==> src/rtl/mem_wb_writeback.sv <==
// mem_wb_writeback -- MEM/WB pipeline register and writeback stage of the
// 5-stage MIPS core.
//
// Captures the memory-stage result, extracts big-endian load data, selects the
// writeback value (ALU result, load data or link address) and drives the
// register file write port. Also keeps a retired-instruction counter and flags
// misaligned loads. All outputs are driven directly from flops.
//
// Ports:
//   clk, rst_n        clock, synchronous active-low reset
//   stall, flush      hold the register / load a bubble (flush wins)
//   mem_valid         MEM stage holds a real instruction
//   mem_regwrite      instruction writes a register
//   mem_memtoreg      writeback source is load data
//   mem_link          writeback source is mem_pc4 (jal/jalr)
//   mem_load_type     000 LW, 001 LH, 010 LHU, 011 LB, 100 LBU, others LW
//   mem_alu_result    ALU result; [1:0] is the load byte offset
//   mem_read_data     data memory word, big-endian
//   mem_dest_reg      destination register number
//   mem_pc4           PC+4 of the instruction
//   wb_reg_write      register file write enable
//   wb_write_reg      register file write address
//   wb_write_data     register file write data
//   wb_valid          MEM/WB holds a real instruction
//   misalign_err      held instruction was a misaligned load
//   retired_count     valid instructions captured since reset (wraps)
module mem_wb_writeback #(
  parameter int COUNT_W = 32
) (
  input  logic               clk,
  input  logic               rst_n,
  input  logic               stall,
  input  logic               flush,
  input  logic               mem_valid,
  input  logic               mem_regwrite,
  input  logic               mem_memtoreg,
  input  logic               mem_link,
  input  logic [2:0]         mem_load_type,
  input  logic [31:0]        mem_alu_result,
  input  logic [31:0]        mem_read_data,
  input  logic [4:0]         mem_dest_reg,
  input  logic [31:0]        mem_pc4,
  output logic               wb_reg_write,
  output logic [4:0]         wb_write_reg,
  output logic [31:0]        wb_write_data,
  output logic               wb_valid,
  output logic               misalign_err,
  output logic [COUNT_W-1:0] retired_count
);

  localparam logic [2:0] LT_LH  = 3'b001;
  localparam logic [2:0] LT_LHU = 3'b010;
  localparam logic [2:0] LT_LB  = 3'b011;
  localparam logic [2:0] LT_LBU = 3'b100;

  logic [1:0]         off;
  logic [7:0]         byte_sel;
  logic [15:0]        half_sel;
  logic [31:0]        load_data;
  logic               misaligned;

  logic               reg_write_d, reg_write_q;
  logic [4:0]         write_reg_d, write_reg_q;
  logic [31:0]        write_data_d, write_data_q;
  logic               valid_d, valid_q;
  logic               misalign_d, misalign_q;
  logic [COUNT_W-1:0] retired_q;

  // Load extraction and writeback selection, all ahead of the register.
  always_comb begin
    // NOTE: every signal gets a default before the case statements so no
    // path leaves it unassigned; otherwise a latch is inferred.
    off        = mem_alu_result[1:0];
    byte_sel   = mem_read_data[31:24];
    load_data  = mem_read_data;
    misaligned = 1'b0;

    // Big-endian: offset 0 addresses the most significant byte/halfword.
    case (off)
      2'd0:    byte_sel = mem_read_data[31:24];
      2'd1:    byte_sel = mem_read_data[23:16];
      2'd2:    byte_sel = mem_read_data[15:8];
      default: byte_sel = mem_read_data[7:0];
    endcase
    half_sel = off[1] ? mem_read_data[15:0] : mem_read_data[31:16];

    case (mem_load_type)
      LT_LH: begin
        load_data  = {{16{half_sel[15]}}, half_sel};
        misaligned = mem_memtoreg & off[0];
      end
      LT_LHU: begin
        load_data  = {16'h0000, half_sel};
        misaligned = mem_memtoreg & off[0];
      end
      LT_LB:   load_data = {{24{byte_sel[7]}}, byte_sel};
      LT_LBU:  load_data = {24'h000000, byte_sel};
      default: begin
        // LW and the unused encodings 101-111.
        load_data  = mem_read_data;
        misaligned = mem_memtoreg & (off != 2'd0);
      end
    endcase

    if (mem_link)          write_data_d = mem_pc4;
    else if (mem_memtoreg) write_data_d = load_data;
    else                   write_data_d = mem_alu_result;

    valid_d     = mem_valid;
    misalign_d  = mem_valid & misaligned;
    write_reg_d = mem_dest_reg;
    // $0 is hard-wired to zero, and a faulting load must not commit.
    reg_write_d = mem_valid & mem_regwrite & (mem_dest_reg != 5'd0) & ~misaligned;
  end

  always_ff @(posedge clk) begin
    // NOTE: sequential state uses non-blocking assignments so every flop
    // samples the pre-edge values regardless of statement order.
    // NOTE: reset is synchronous; every register, counter included, is
    // cleared when rst_n is low at an edge, ahead of flush and stall.
    if (!rst_n) begin
      reg_write_q  <= 1'b0;
      write_reg_q  <= 5'd0;
      write_data_q <= 32'd0;
      valid_q      <= 1'b0;
      misalign_q   <= 1'b0;
      retired_q    <= '0;
    end else if (flush) begin
      // Bubble: counter deliberately untouched.
      reg_write_q  <= 1'b0;
      write_reg_q  <= 5'd0;
      write_data_q <= 32'd0;
      valid_q      <= 1'b0;
      misalign_q   <= 1'b0;
    end else if (!stall) begin
      reg_write_q  <= reg_write_d;
      write_reg_q  <= write_reg_d;
      write_data_q <= write_data_d;
      valid_q      <= valid_d;
      misalign_q   <= misalign_d;
      if (mem_valid) retired_q <= retired_q + COUNT_W'(1);
    end
  end

  assign wb_reg_write  = reg_write_q;
  assign wb_write_reg  = write_reg_q;
  assign wb_write_data = write_data_q;
  assign wb_valid      = valid_q;
  assign misalign_err  = misalign_q;
  assign retired_count = retired_q;

endmodule

==> config.mk <==
export PLATFORM = sky130hd
export DESIGN_NAME = mem_wb_writeback
export DESIGN_NICKNAME = d
export VERILOG_FILES = /design/src/rtl/mem_wb_writeback.sv
export SDC_FILE = /design/constraint.sdc
export NUM_CORES = 1
export LEC_CHECK = 0
export BUFFER_PORTS_ARGS = -buffer_cell sky130_fd_sc_hd__buf_2
export CORE_UTILIZATION = 43
export CTS_CLUSTER_SIZE = 10
export DETAILED_ROUTE_END_ITERATION = 10
export PLACE_DENSITY = 0.81
export RECOVER_POWER = 50
export SYNTH_ARGS = -nofsm -noshare
export SYNTH_HDL_FRONTEND = slang
export SYNTH_SLANG_ARGS = --single-unit
export TNS_END_PERCENT = 20
==> constraint.sdc <==
create_clock -name clk -period 2.37 [get_ports clk]
set_clock_uncertainty 0.2 [all_clocks]
set_input_delay 0.5925 -clock clk [delete_from_list [all_inputs] [get_ports clk]]
set_output_delay 0.5925 -clock clk [all_outputs]
set_load 0.02 [all_outputs]
# Yosys cells after proc, flatten, opt, wreduce, memory -nomap -nowiden
# Index checks and enable logic that the tools add are counted.
word_totals:
  in_bits: 112
  regBits: 72
  out_inout_bits: 72
  wordCells: 36
classes:
  eq_ne: 6
  addsub: 1
  n_bitwise: 10
  n_mux: 6
  n_reduce_logical: 7
ops:
  columns: ["cell", "n"]
  rows:
  - ["$pmux 32 s4", 1]
  - ["$mux 32", 2]
  - ["$add 32x1->32 const B", 1]
  - ["$pmux 8 s3", 1]
  - ["$mux 16", 1]
  - ["$and 1x1->1", 6]
  - ["$eq 3x2->1 const B", 2]
  - ["$reduce_or 2->1", 3]
  - ["$reduce_bool 5->1", 1]
  - ["$not 1->1", 4]
  - ["$eq 3x1->1 const B", 1]
  - ["$eq 3x3->1 const B", 1]
  - ["$reduce_and 3->1", 1]
  - ["$eq 2x1->1 const B", 1]
  - ["$eq 2x2->1 const B", 1]
  - ["$logic_not 2->1", 1]
  - ["$pmux 1 s2", 1]
  - ["$reduce_bool 2->1", 1]

# Logic depth before layout (Yosys ltp)
# Gate-level depths: netlist of run 1.
logic_depth:
  depth_word: 5
  mapped_depth: 8
  depth_no_buf: 6

# Least setup slack after synthesis of run 1
# OpenSTA, ideal clock, no wires.
synth_path:
  kind: "input-to-reg"
  start: "input stall"
  end: "register retired_q[29] (netlist: retired_count[29])"
  setup_ns: 0.115
  arrival_ns: 2.050
  path_buffers: 2
  stages: 7
  required_ns: 2.055
  path_slack_ns: 0.005
  cell_sequence: "or3b_1 buf_2 or3_1 buf_4 nor4_4 xor2_1 and2_1"
synth_between:
  elab_chain_len: 2
synth_lines:
  columns: ["element", "line_no", "rtl"]
  rows:
  - ["from (decl)", "32", "input logic stall,"]
  - ["$not 1->1 (no line)", null, null]
  - ["$reduce_and 3->1 (no line)", null, null]
  - ["to (signal assigned)", "141", "if (mem_valid) retired_q <= retired_q + COUNT_W'(1);"]
  - ["to (decl)", "67", "logic [COUNT_W-1:0] retired_q;"]
# Every way passes these cells.
# A chain may end at the register's enable or synchronous reset.

# Worst setup path in the final report of run 1
layout_path:
  start: "input mem_load_type[0]"
  end: "register write_data_q[7] (netlist: wb_write_data[7])"
layout_between:
  elab_chain_len: 4
  word_cells_on_any_way: 7
  classes_between: "eq/ne (4); mux (3)"
layout_lines:
  columns: ["element", "line_no", "rtl"]
  rows:
  - ["from (decl)", "38", "input logic [2:0] mem_load_type,"]
  - ["$eq 3x3->1, or another cell as far along", "87", "case (mem_load_type)"]
  - ["$pmux 32 s4 (*)", "87", null]
  - ["$mux 32 (*)", "106", "else if (mem_memtoreg) write_data_d = load_data;"]
  - ["$mux 32 (*)", "105", "if (mem_link) write_data_d = mem_pc4;"]
  - ["to (signal assigned)", "138", "write_data_q <= write_data_d;"]
  - ["to (decl)", "64", "logic [31:0] write_data_d, write_data_q;"]
# Every way passes the cells marked *; elsewhere a longest branch is shown, timed or not.

==> impl_metrics.env, run 1 <==
export IMPL_core_um2=9370
export IMPL_synth_xor_area_share_pct=6.67
export IMPL_drc=0
export IMPL_syn_area_um2=4200
export IMPL_die_w_um=101
export IMPL_power_leakage_nw=2.32
export IMPL_gp_congestion=0.916
export IMPL_cts_max_level=3
export IMPL_yosysMostFrequentCell="dfxtp_1"
export IMPL_slew_headroom_pct=44.0
export IMPL_start_util_pct=44.8
export IMPL_ioPinCount=184
export IMPL_synth_area_per_cell_um2=8.27
export IMPL_busiest_layer="met2"
export IMPL_critical_path_slowest_cell="xor2_1"
export IMPL_die_y_um=101
export IMPL_grt_max_degree=66
export IMPL_critPathCaptureType="flip-flop"
export IMPL_wl_um=14600
export IMPL_arrival_ps=2170
export IMPL_muxShareOfSynthArea_pct=4.79
export IMPL_antenna_found_initial=2
export IMPL_ctsHoldBuffers=0
export IMPL_numPortBuffers=183
export IMPL_crit_fanout=11
export IMPL_min_path_type="reg2reg"
export IMPL_grt_use_met2_pct=44.9
export IMPL_powerDensity_nw_per_um2=499
export IMPL_finalCoreUtilization_pct=58.9
export IMPL_postRouteAntennaNets=0
export IMPL_critPathMaxStageDelay_ps=520
export IMPL_p_total_mw=2.76
export IMPL_grt_setup_unrepaired="no"
export IMPL_hold_ws_ps=278
export IMPL_synth_top_family_by_area="compound AO/OA/AOI/OAI gates"
export IMPL_drt_iter0_drc=436
export IMPL_yosys_top_cells_count="72 x dfxtp_1, 44 x a21oi_1, 41 x nor2_1"
export IMPL_rows=35
export IMPL_start_kind="input pin"
export IMPL_yosysTopAreaCellShare_pct=34.3
export IMPL_ys_ff_latch=72
export IMPL_tns_ps=0
export IMPL_clock_path_buffers=2
export IMPL_async_flop_share_pct=0
export IMPL_cts_buffers=9
export IMPL_drt_pass1_iter_count=5
export IMPL_outcome="finished clean"
export IMPL_track_usage_pct=28.3
export IMPL_synth_top_flop_cell="dfxtp_1"
export IMPL_drive_gt1_share_pct=27.5
export IMPL_cts_clk_slew_worst_paths_ps=90
export IMPL_postCtsSetupRepairBufs=0
export IMPL_synth_area_leader_cell="dfxtp_1"
export IMPL_placed_cells=818
export IMPL_max_cap_violations=0
export IMPL_ir_worst_vdd_mv=0.338
export IMPL_grt_pass1_wl_um=22400
export IMPL_avgViaCountPerCell=5.88
export IMPL_fin_cells=836
export IMPL_post_route_period_util_pct=90.1
export IMPL_dpl_cell_area_um2=5420
export IMPL_finalCriticalPeriod_ps=2130
export IMPL_gr_total_overflow=0
export IMPL_dieArea_um2=10200
export IMPL_synth_compound_area_share_pct=25.9
export IMPL_hold_violations=0
export IMPL_grtUsageMet1_pct=37.3
export IMPL_finalInstanceArea_um2=5520
export IMPL_cts_root_buf="clkbuf_8"
export IMPL_grt_pass1_vias=4527
export IMPL_grtUsageMet3_pct=4.16
export IMPL_layout_setup_ws_ps=236
export IMPL_synth_area_top_cells="dfxtp_1 34%, a21oi_1 5.2%, a22oi_1 4.3%"
export IMPL_finalMaxSlewViolations=0
export IMPL_cp_cell_sequence="buf_2, nor2_2, xor2_1, buf_12, a21oi_1, nand2b_1, a311oi_1"
export IMPL_dpl_hpwl_um=10900
export IMPL_synthSimpleGateAreaFrac_pct=23.7
export IMPL_wire_per_inst_um=17.4
export IMPL_synth_fa_ha_area_share_pct=0.298
export IMPL_crit_type="in2reg"
export IMPL_setup_viol=0
export IMPL_yosysWarnings=0
export IMPL_syn_inst=508
export IMPL_worst_slew_pin_slew_ps=840
export IMPL_clock_sinks=72
export IMPL_path_buf_inv=2
export IMPL_vias=4919
export IMPL_synthToLayoutAreaGrowth_pct=31.4
export IMPL_clk_insertion_delay_late_ps=350
export IMPL_post_cts_resized=0
export IMPL_cts_tree="done"
export IMPL_nets=813
export IMPL_required_ps=2400
export IMPL_ys_types=58
export IMPL_seq_area_frac_synth_pct=34.3
export IMPL_mappedNetlistNets=621
export IMPL_cp_top_family="XOR/XNOR gates"
export IMPL_fmax_ghz=0.469
export IMPL_pre_cts_ws_ps=-69.5
export IMPL_synth_edf_count=0
final timing paths:
check	cells after the start	from	slack, ps	to
min	2	misalign_err$_SDFFE_PP0N_	280	misalign_err$_SDFFE_PP0N_
max reg2reg	5	retired_count[16]$_SDFFE_PN0P_	280	retired_count[26]$_SDFFE_PN0P_
min reg2reg	2	misalign_err$_SDFFE_PP0N_	280	misalign_err$_SDFFE_PP0N_
max	7	mem_load_type[0]	240	wb_write_data[7]$_SDFFE_PP0N_
final cells by class:
cell class | count | area (µm²)
Clock buffer | 9 | 124
Inverter | 8 | 30.0
Timing Repair Buffer | 219 | 1120
Clock inverter | 7 | 60.1
Antenna cell | 2 | 5.00
Fill cell | 898 | 3850
Tap cell | 129 | 161
Sequential cell | 72 | 1440
Multi-Input combinational cell | 390 | 2580
kinds of logic (layout without fill, tap and decap cells):
group	Yosys count	count (layout)
buf+inv	46	243
fa+ha+maj	1	1
simple gates	173	173
xor+xnor	32	32
other cells	0	2
mux	18	18
flops	72	72
compound gates	166	166
placed cells by master (no fill, tap or decap), types with 7 or more instances in the layout:
master    count
mux2_2        7
dfxtp_1      72
a211oi_1     17
xnor2_1      12
and2_1       27
o22ai_1      27
xor2_1       20
nand3_1      14
nor3_1        8
inv_1         8
clkbuf_1     64
a22oi_1      24
a21oi_1      44
mux2i_1      10
nor2b_1       8
nor2_1       41
buf_4        30
buf_2       122
nand2b_1      7
clkbuf_8      9
nand2_1      25
o21ai_0      19
power by group:
group          leakage, nW  internal (mW)  switching [mW]
registers            0.584           1.24          0.0167
clock network       0.0848          0.399           0.545
logic                 1.65          0.232           0.328
per-layer routing:
metal  wire length [µm]  up-vias
li1                   -     2284
met1               6050     2321
met2               6740      269
met3               1220       45
met4                563        0
met5                  0        -
worst register-to-register path, cell delays in order (launching register included):
cell	delay, ps
dfxtp_1	460
and4_1	270
nand3_1	380
nor4_1	400
xor2_1	110
and2_1	170
(Power assumes the default switching activity.)
==> inputs of run 2 (changes only) <==
--- a/config.mk
+++ b/config.mk
@@ -5,11 +5,12 @@
 export SDC_FILE = /design/constraint.sdc
 export NUM_CORES = 1
 export LEC_CHECK = 0
+export ABC_AREA = 1
 export BUFFER_PORTS_ARGS = -buffer_cell sky130_fd_sc_hd__buf_2
-export CORE_UTILIZATION = 43
+export CORE_UTILIZATION = 45
 export CTS_CLUSTER_SIZE = 10
 export DETAILED_ROUTE_END_ITERATION = 10
-export PLACE_DENSITY = 0.81
+export PLACE_DENSITY = 0.82
 export RECOVER_POWER = 50
 export SYNTH_ARGS = -nofsm -noshare
 export SYNTH_HDL_FRONTEND = slang
==> impl_metrics.env, run 2 <==
export IMPL_outcome="finished clean"
export IMPL_synth_top_flop_cell="dfxtp_1"
export IMPL_grt_pass1_wl_um=25000
export IMPL_crit_fanout=16
export IMPL_ir_worst_vdd_mv=0.239
export IMPL_yosysWarnings=0
export IMPL_yosysTopAreaCellShare_pct=31.1
export IMPL_rows=36
export IMPL_avgViaCountPerCell=5.23
export IMPL_synth_area_per_cell_um2=5.99
export IMPL_layout_common_cells="199 x nand2_1, 123 x buf_2, 101 x a21oi_1"
export IMPL_vias=5702
export IMPL_ctsHoldBuffers=0
export IMPL_gr_total_overflow=0
export IMPL_min_path_cells=2
export IMPL_cts_tree="done"
export IMPL_core_um2=9860
export IMPL_path_buf_inv=1
export IMPL_numPortBuffers=183
export IMPL_wl_um=15800
export IMPL_die_y_um=103
export IMPL_nets=1065
export IMPL_start_util_pct=46.9
export IMPL_synth_area_leader_cell="dfxtp_1"
export IMPL_drive_gt1_share_pct=18.9
export IMPL_post_cts_resized=0
export IMPL_dieArea_um2=10700
export IMPL_clk_insertion_delay_late_ps=350
export IMPL_r2r_start="retired_count[0]$_SDFFE_PN0P_"
export IMPL_cts_root_buf="clkbuf_8"
export IMPL_power_leakage_nw=2.54
export IMPL_ioPinCount=184
export IMPL_antenna_found_initial=0
export IMPL_postCtsSetupRepairBufs=0
export IMPL_min_path_type="reg2reg"
export IMPL_cp_cell_sequence="buf_2, nor2_2, nand2_1, nand3_1, nand3_2, o21ai_2, o21ai_0, a21oi_1"
export IMPL_critical_path_slowest_cell="o21ai_2"
export IMPL_max_cap_violations=0
export IMPL_final_common_cell="nand2_1"
export IMPL_yosys_top_cells_count="199 x nand2_1, 101 x a21oi_1, 99 x nor2_1"
export IMPL_grt_setup_unrepaired="no"
export IMPL_dpl_hpwl_um=12400
export IMPL_cp_top_family="compound AO/OA/AOI/OAI gates"
export IMPL_cts_clk_slew_worst_paths_ps=80
export IMPL_clock_sinks=72
export IMPL_synth_area_top_cells="dfxtp_1 31%, nand2_1 16%, a21oi_1 11%"
export IMPL_mappedNetlistNets=886
export IMPL_arrival_ps=2110
export IMPL_clock_path_buffers=2
export IMPL_yosysMostFrequentCell="nand2_1"
export IMPL_ys_types=34
export IMPL_finalInstanceArea_um2=5810
export IMPL_critPathCaptureType="flip-flop"
export IMPL_setup_viol=0
export IMPL_pre_cts_ws_ps=15.1
export IMPL_start_kind="input pin"
export IMPL_ys_ff_latch=72
export IMPL_drt_pass1_iter_count=5
export IMPL_multi_input_area_um2=2780
export IMPL_gp_congestion=0.982
export IMPL_fmax_ghz=0.493
export IMPL_track_usage_pct=30.5
export IMPL_synth_edf_count=0
export IMPL_async_flop_share_pct=0
export IMPL_worst_slew_pin_slew_ps=793
export IMPL_slew_headroom_pct=47.1
export IMPL_seq_area_frac_synth_pct=31.1
export IMPL_drc=0
export IMPL_reg2reg_depth=7
export IMPL_dpl_cell_area_um2=5710
export IMPL_layout_setup_ws_ps=341
export IMPL_required_ps=2450
export IMPL_reg2reg_slack_ps=380
export IMPL_grt_max_degree=46
export IMPL_synthToLayoutAreaGrowth_pct=25.5
export IMPL_cts_max_level=3
export IMPL_hold_ws_ps=276
export IMPL_powerDensity_nw_per_um2=485
export IMPL_postRouteAntennaNets=0
export IMPL_critPathMaxStageDelay_ps=290
export IMPL_r2r_end="retired_count[16]$_SDFFE_PN0P_"
export IMPL_hold_start="wb_write_reg[4]$_SDFFE_PP0N_"
export IMPL_seqCellArea_um2=1440
export IMPL_num_fill_cells=1070
export IMPL_crit_type="in2reg"
export IMPL_post_route_period_util_pct=85.6
export IMPL_finalCoreUtilization_pct=58.9
export IMPL_finalMaxSlewViolations=0
export IMPL_syn_inst=773
export IMPL_cts_buffers=9
export IMPL_tns_ps=0
export IMPL_die_w_um=103
export IMPL_hold_violations=0
export IMPL_drt_iter0_drc=229
export IMPL_finalCriticalPeriod_ps=2030
export IMPL_wire_per_inst_um=14.5
export IMPL_syn_area_um2=4630
export IMPL_grt_pass1_vias=5305
export IMPL_min_to="wb_write_reg[4]$_SDFFE_PP0N_"
-- run 2: power by group --
group | switching [mW] | internal (mW) | total, mW
Clock | 0.482 | 0.510 | 0.991
Combinational | 0.365 | 0.204 | 0.569
Sequential | 0.0178 | 1.24 | 1.26
-- run 2: per-layer routing --
metal,track usage (%),routed length (µm),part of all wire [%],up-vias
met4,15.6,599,3.8,0
met3,8.20,1350,8.5,53
met5,0,0,0,-
li1,-,-,-,2905
met2,50.3,7130,45,242
met1,36.4,6750,43,2502
-- run 2: worst reg2reg max path: stages (launching register included) --
cell and delay, ps:
dfxtp_1 450, ha_1 280, nand4_1 200, nor2_2 190
nand2_1 150, nor2_4 180, xor2_1 180, nor2_1 50
-- run 2: worst max path at each step --
| stage | start | endpoint | slack (ps) | cells past startpoint |
|---|---|---|---|---|
| final | mem_alu_result[1] | wb_write_data[31]$_SDFFE_PP0N_ | 340 | 8 |
| after CTS | mem_alu_result[1] | wb_write_data[31]$_SDFFE_PP0N_ | 390 | 8 |
| after detailed placement | mem_alu_result[1] | wb_write_data[31]$_SDFFE_PP0N_ | 20 | 8 |
| after global routing | rst_n | misalign_err$_SDFFE_PP0N_ | 180 | 6 |
| after floorplan | stall | retired_count[23]$_SDFFE_PN0P_ | 410 | 11 |
| after global placement | mem_alu_result[1] | wb_write_data[29]$_SDFFE_PP0N_ | 120 | 8 |
-- run 2: logic make-up (layout without fill, tap and decap cells) --
| logic type | count (synthesis) | in the layout | synth area share (%) |
|---|---|---|---|
| adder cells (fa/ha/maj) | 1 | 1 | 0.270 |
| AO/OA/AOI/OAI | 200 | 200 | 22.3 |
| XOR/XNOR | 3 | 3 | 0.568 |
| other | 0 | 1 | 0 |
| buffers and inverters | 101 | 284 | 8.62 |
| flip-flops | 72 | 72 | 31.1 |
| AND/OR/NAND/NOR | 396 | 396 | 37.1 |
-- run 2: layout make-up --
cell class | instances | area share, %
diodes | 1 | 0.0431
clock buffers | 10 | 2.37
clock inverters | 5 | 0.991
inverters | 67 | 4.33
multi-input cells | 600 | 47.8
flip-flops and latches | 72 | 24.8
well taps | 133 | 2.86
repair buffers | 202 | 16.8
-- run 2: per-stage QoR --
step	power [mW]	instances
6_report	2.82	1090
5_1_grt	2.96	1089
4_1_cts	2.84	1089
3_5_place_dp	1.86	1074
3_3_place_gp	1.85	1074
2_1_floorplan	1.61	773
==> inputs of run 3 (changes only) <==
==> constraint.sdc (replaced) <==
create_clock -name clk -period 2.37 [get_ports clk]
set_clock_uncertainty 0.2 [all_clocks]
set_input_delay 0.5925 -clock clk [delete_from_list [all_inputs] [get_ports clk]]
set_output_delay 0.5925 -clock clk [all_outputs]
set_load 0.05 [all_outputs]
==> impl_metrics.env, run 3 (synthesized netlist as in run 2, its figures left out) <==
export IMPL_start_kind="input pin"
export IMPL_p_comb_share_pct=22.1
export IMPL_p_seq_share_pct=43.5
export IMPL_dpl_cell_area_um2=5710
export IMPL_worst_slew_pin_slew_ps=792
export IMPL_antenna_found_initial=0
export IMPL_layout_common_cells="199 x nand2_1, 131 x buf_2, 101 x a21oi_1"
export IMPL_finalCoreUtilization_pct=59.0
export IMPL_die_y_um=103
export IMPL_gr_total_overflow=0
export IMPL_die_w_um=103
export IMPL_fmax_ghz=0.469
export IMPL_ir_worst_vdd_mv=0.246
export IMPL_p_total_mw=2.89
export IMPL_cp_cell_sequence="buf_2, nor2_1, nand2_1, nand3_1, nand3_2, o21ai_2, o21ai_0, a21oi_1"
export IMPL_required_ps=2450
export IMPL_power_leakage_nw=2.57
export IMPL_setup_viol=0
export IMPL_reg2reg_depth=7
export IMPL_max_cap_violations=0
export IMPL_final_common_cell="nand2_1"
export IMPL_reg2reg_slack_ps=380
export IMPL_core_um2=9860
export IMPL_hold_start="wb_write_reg[4]$_SDFFE_PP0N_"
export IMPL_outcome="finished clean"
export IMPL_synthToLayoutAreaGrowth_pct=25.7
export IMPL_cts_clk_slew_worst_paths_ps=80
export IMPL_tns_ps=0
export IMPL_wire_per_inst_um=14.5
export IMPL_endpoint="wb_write_data[31]$_SDFFE_PP0N_"
export IMPL_critical_path_slowest_cell="nor2_1"
export IMPL_wl_um=15800
export IMPL_drive_gt1_share_pct=19.7
export IMPL_drc=0
export IMPL_postRouteAntennaNets=0
export IMPL_cts_max_level=3
export IMPL_cts_tree="done"
export IMPL_rows=36
export IMPL_critPathLaunch="mem_alu_result[1]"
export IMPL_grt_max_degree=46
export IMPL_avgViaCountPerCell=5.21
export IMPL_cts_buffers=9
export IMPL_postCtsSetupRepairBufs=0
export IMPL_cp_top_family="simple AND/OR/NAND/NOR gates"
export IMPL_finalMaxSlewViolations=0
export IMPL_crit_type="in2reg"
export IMPL_arrival_ps=2210
export IMPL_critPathCaptureType="flip-flop"
export IMPL_finalCriticalPeriod_ps=2130
export IMPL_p_sw_share_pct=32.4
export IMPL_grt_pass1_wl_um=25000
export IMPL_drt_iter0_drc=231
export IMPL_min_path_type="reg2reg"
export IMPL_clock_path_buffers=2
export IMPL_hold_violations=0
export IMPL_clk_insertion_delay_late_ps=350
export IMPL_grt_setup_unrepaired="no"
export IMPL_path_buf_inv=1
export IMPL_dpl_hpwl_um=12400
export IMPL_slew_headroom_pct=47.2
export IMPL_start_util_pct=46.9
export IMPL_switching_power_mw=0.934
export IMPL_ioPinCount=184
export IMPL_numPortBuffers=183
export IMPL_track_usage_pct=30.5
export IMPL_finalInstanceArea_um2=5820
export IMPL_clock_sinks=72
export IMPL_r2r_end="retired_count[16]$_SDFFE_PN0P_"
export IMPL_r2r_start="retired_count[0]$_SDFFE_PN0P_"
export IMPL_nets=1065
export IMPL_vias=5675
export IMPL_post_route_period_util_pct=90.0
export IMPL_critPathMaxStageDelay_ps=330
export IMPL_grt_pass1_vias=5305
export IMPL_ctsHoldBuffers=0
export IMPL_clockPowerShare_pct=34.4
export IMPL_internal_power_mw=1.95
export IMPL_powerDensity_nw_per_um2=496
export IMPL_path_depth=8
export IMPL_post_cts_resized=0
export IMPL_gp_congestion=0.982
export IMPL_crit_fanout=16
export IMPL_cts_root_buf="clkbuf_8"
export IMPL_dieArea_um2=10700
export IMPL_drt_pass1_iter_count=6
==> run 3: changes by cell type in the layout (fill, tap and decap cells not counted), sizes merged <==
cell    previous run  this run
buf              140       148
clkbuf            72        64
==> run 3: worst min path at each step <==
stage / end / slack [ps] / cells after the start
floorplan: misalign_err$_SDFFE_PP0N_ / 490 / 2
global placement: wb_write_reg[0]$_SDFFE_PP0N_ / 250 / 2
detailed placement: misalign_err$_SDFFE_PP0N_ / 270 / 2
CTS: wb_write_reg[0]$_SDFFE_PP0N_ / 280 / 2
global route: wb_reg_write$_SDFFE_PP0N_ / 300 / 2
finish: wb_write_reg[4]$_SDFFE_PP0N_ / 280 / 2
==> run 3: per-stage QoR <==
step	cells	worst slack, ps	hold slack (ps)
3_3_place_gp	1074	119	253
5_1_grt	1089	153	296
2_1_floorplan	773	276	490
6_report	1090	237	276
4_1_cts	1089	389	276
3_5_place_dp	1074	15.1	265
==> run 3: final cells by class <==
cell class	instances	area (µm²)
clock inverters	5	57.6
well taps	133	166
fillers	1070	4050
clock buffers	10	138
multi-input cells	600	2770
repair buffers	202	986
inverters	67	251
diodes	1	2.50
flip-flops and latches	72	1440
==> run 3: power groups by stage <==
stage / sequential, mW / combinational (mW) / clock, mW
6_report: 1.26 / 0.637 / 0.993
4_1_cts: 1.26 / 0.643 / 1.01
2_1_floorplan: 1.39 / 0.289 / 0
5_1_grt: 1.26 / 0.701 / 1.06
3_3_place_gp: 1.28 / 0.640 / 0
3_5_place_dp: 1.28 / 0.641 / 0
==> run 3: routing by layer <==
layer	global-route usage [%]	share of wire, %	up-vias	wire, µm
li1	-	-	2905	-
met1	36.4	43	2496	6780
met2	50.3	45	221	7150
met3	8.20	8.2	53	1290
met4	15.6	3.8	0	596
met5	0	0	-	0
==> run 3: worst reg2reg max path, stage by stage, from the launching register on <==
cell and delay, ps:
dfxtp_1 440, ha_1 280, nand4_1 200, nor2_2 190, nand2_1 160, nor2_4 180
xor2_1 180, nor2_1 50
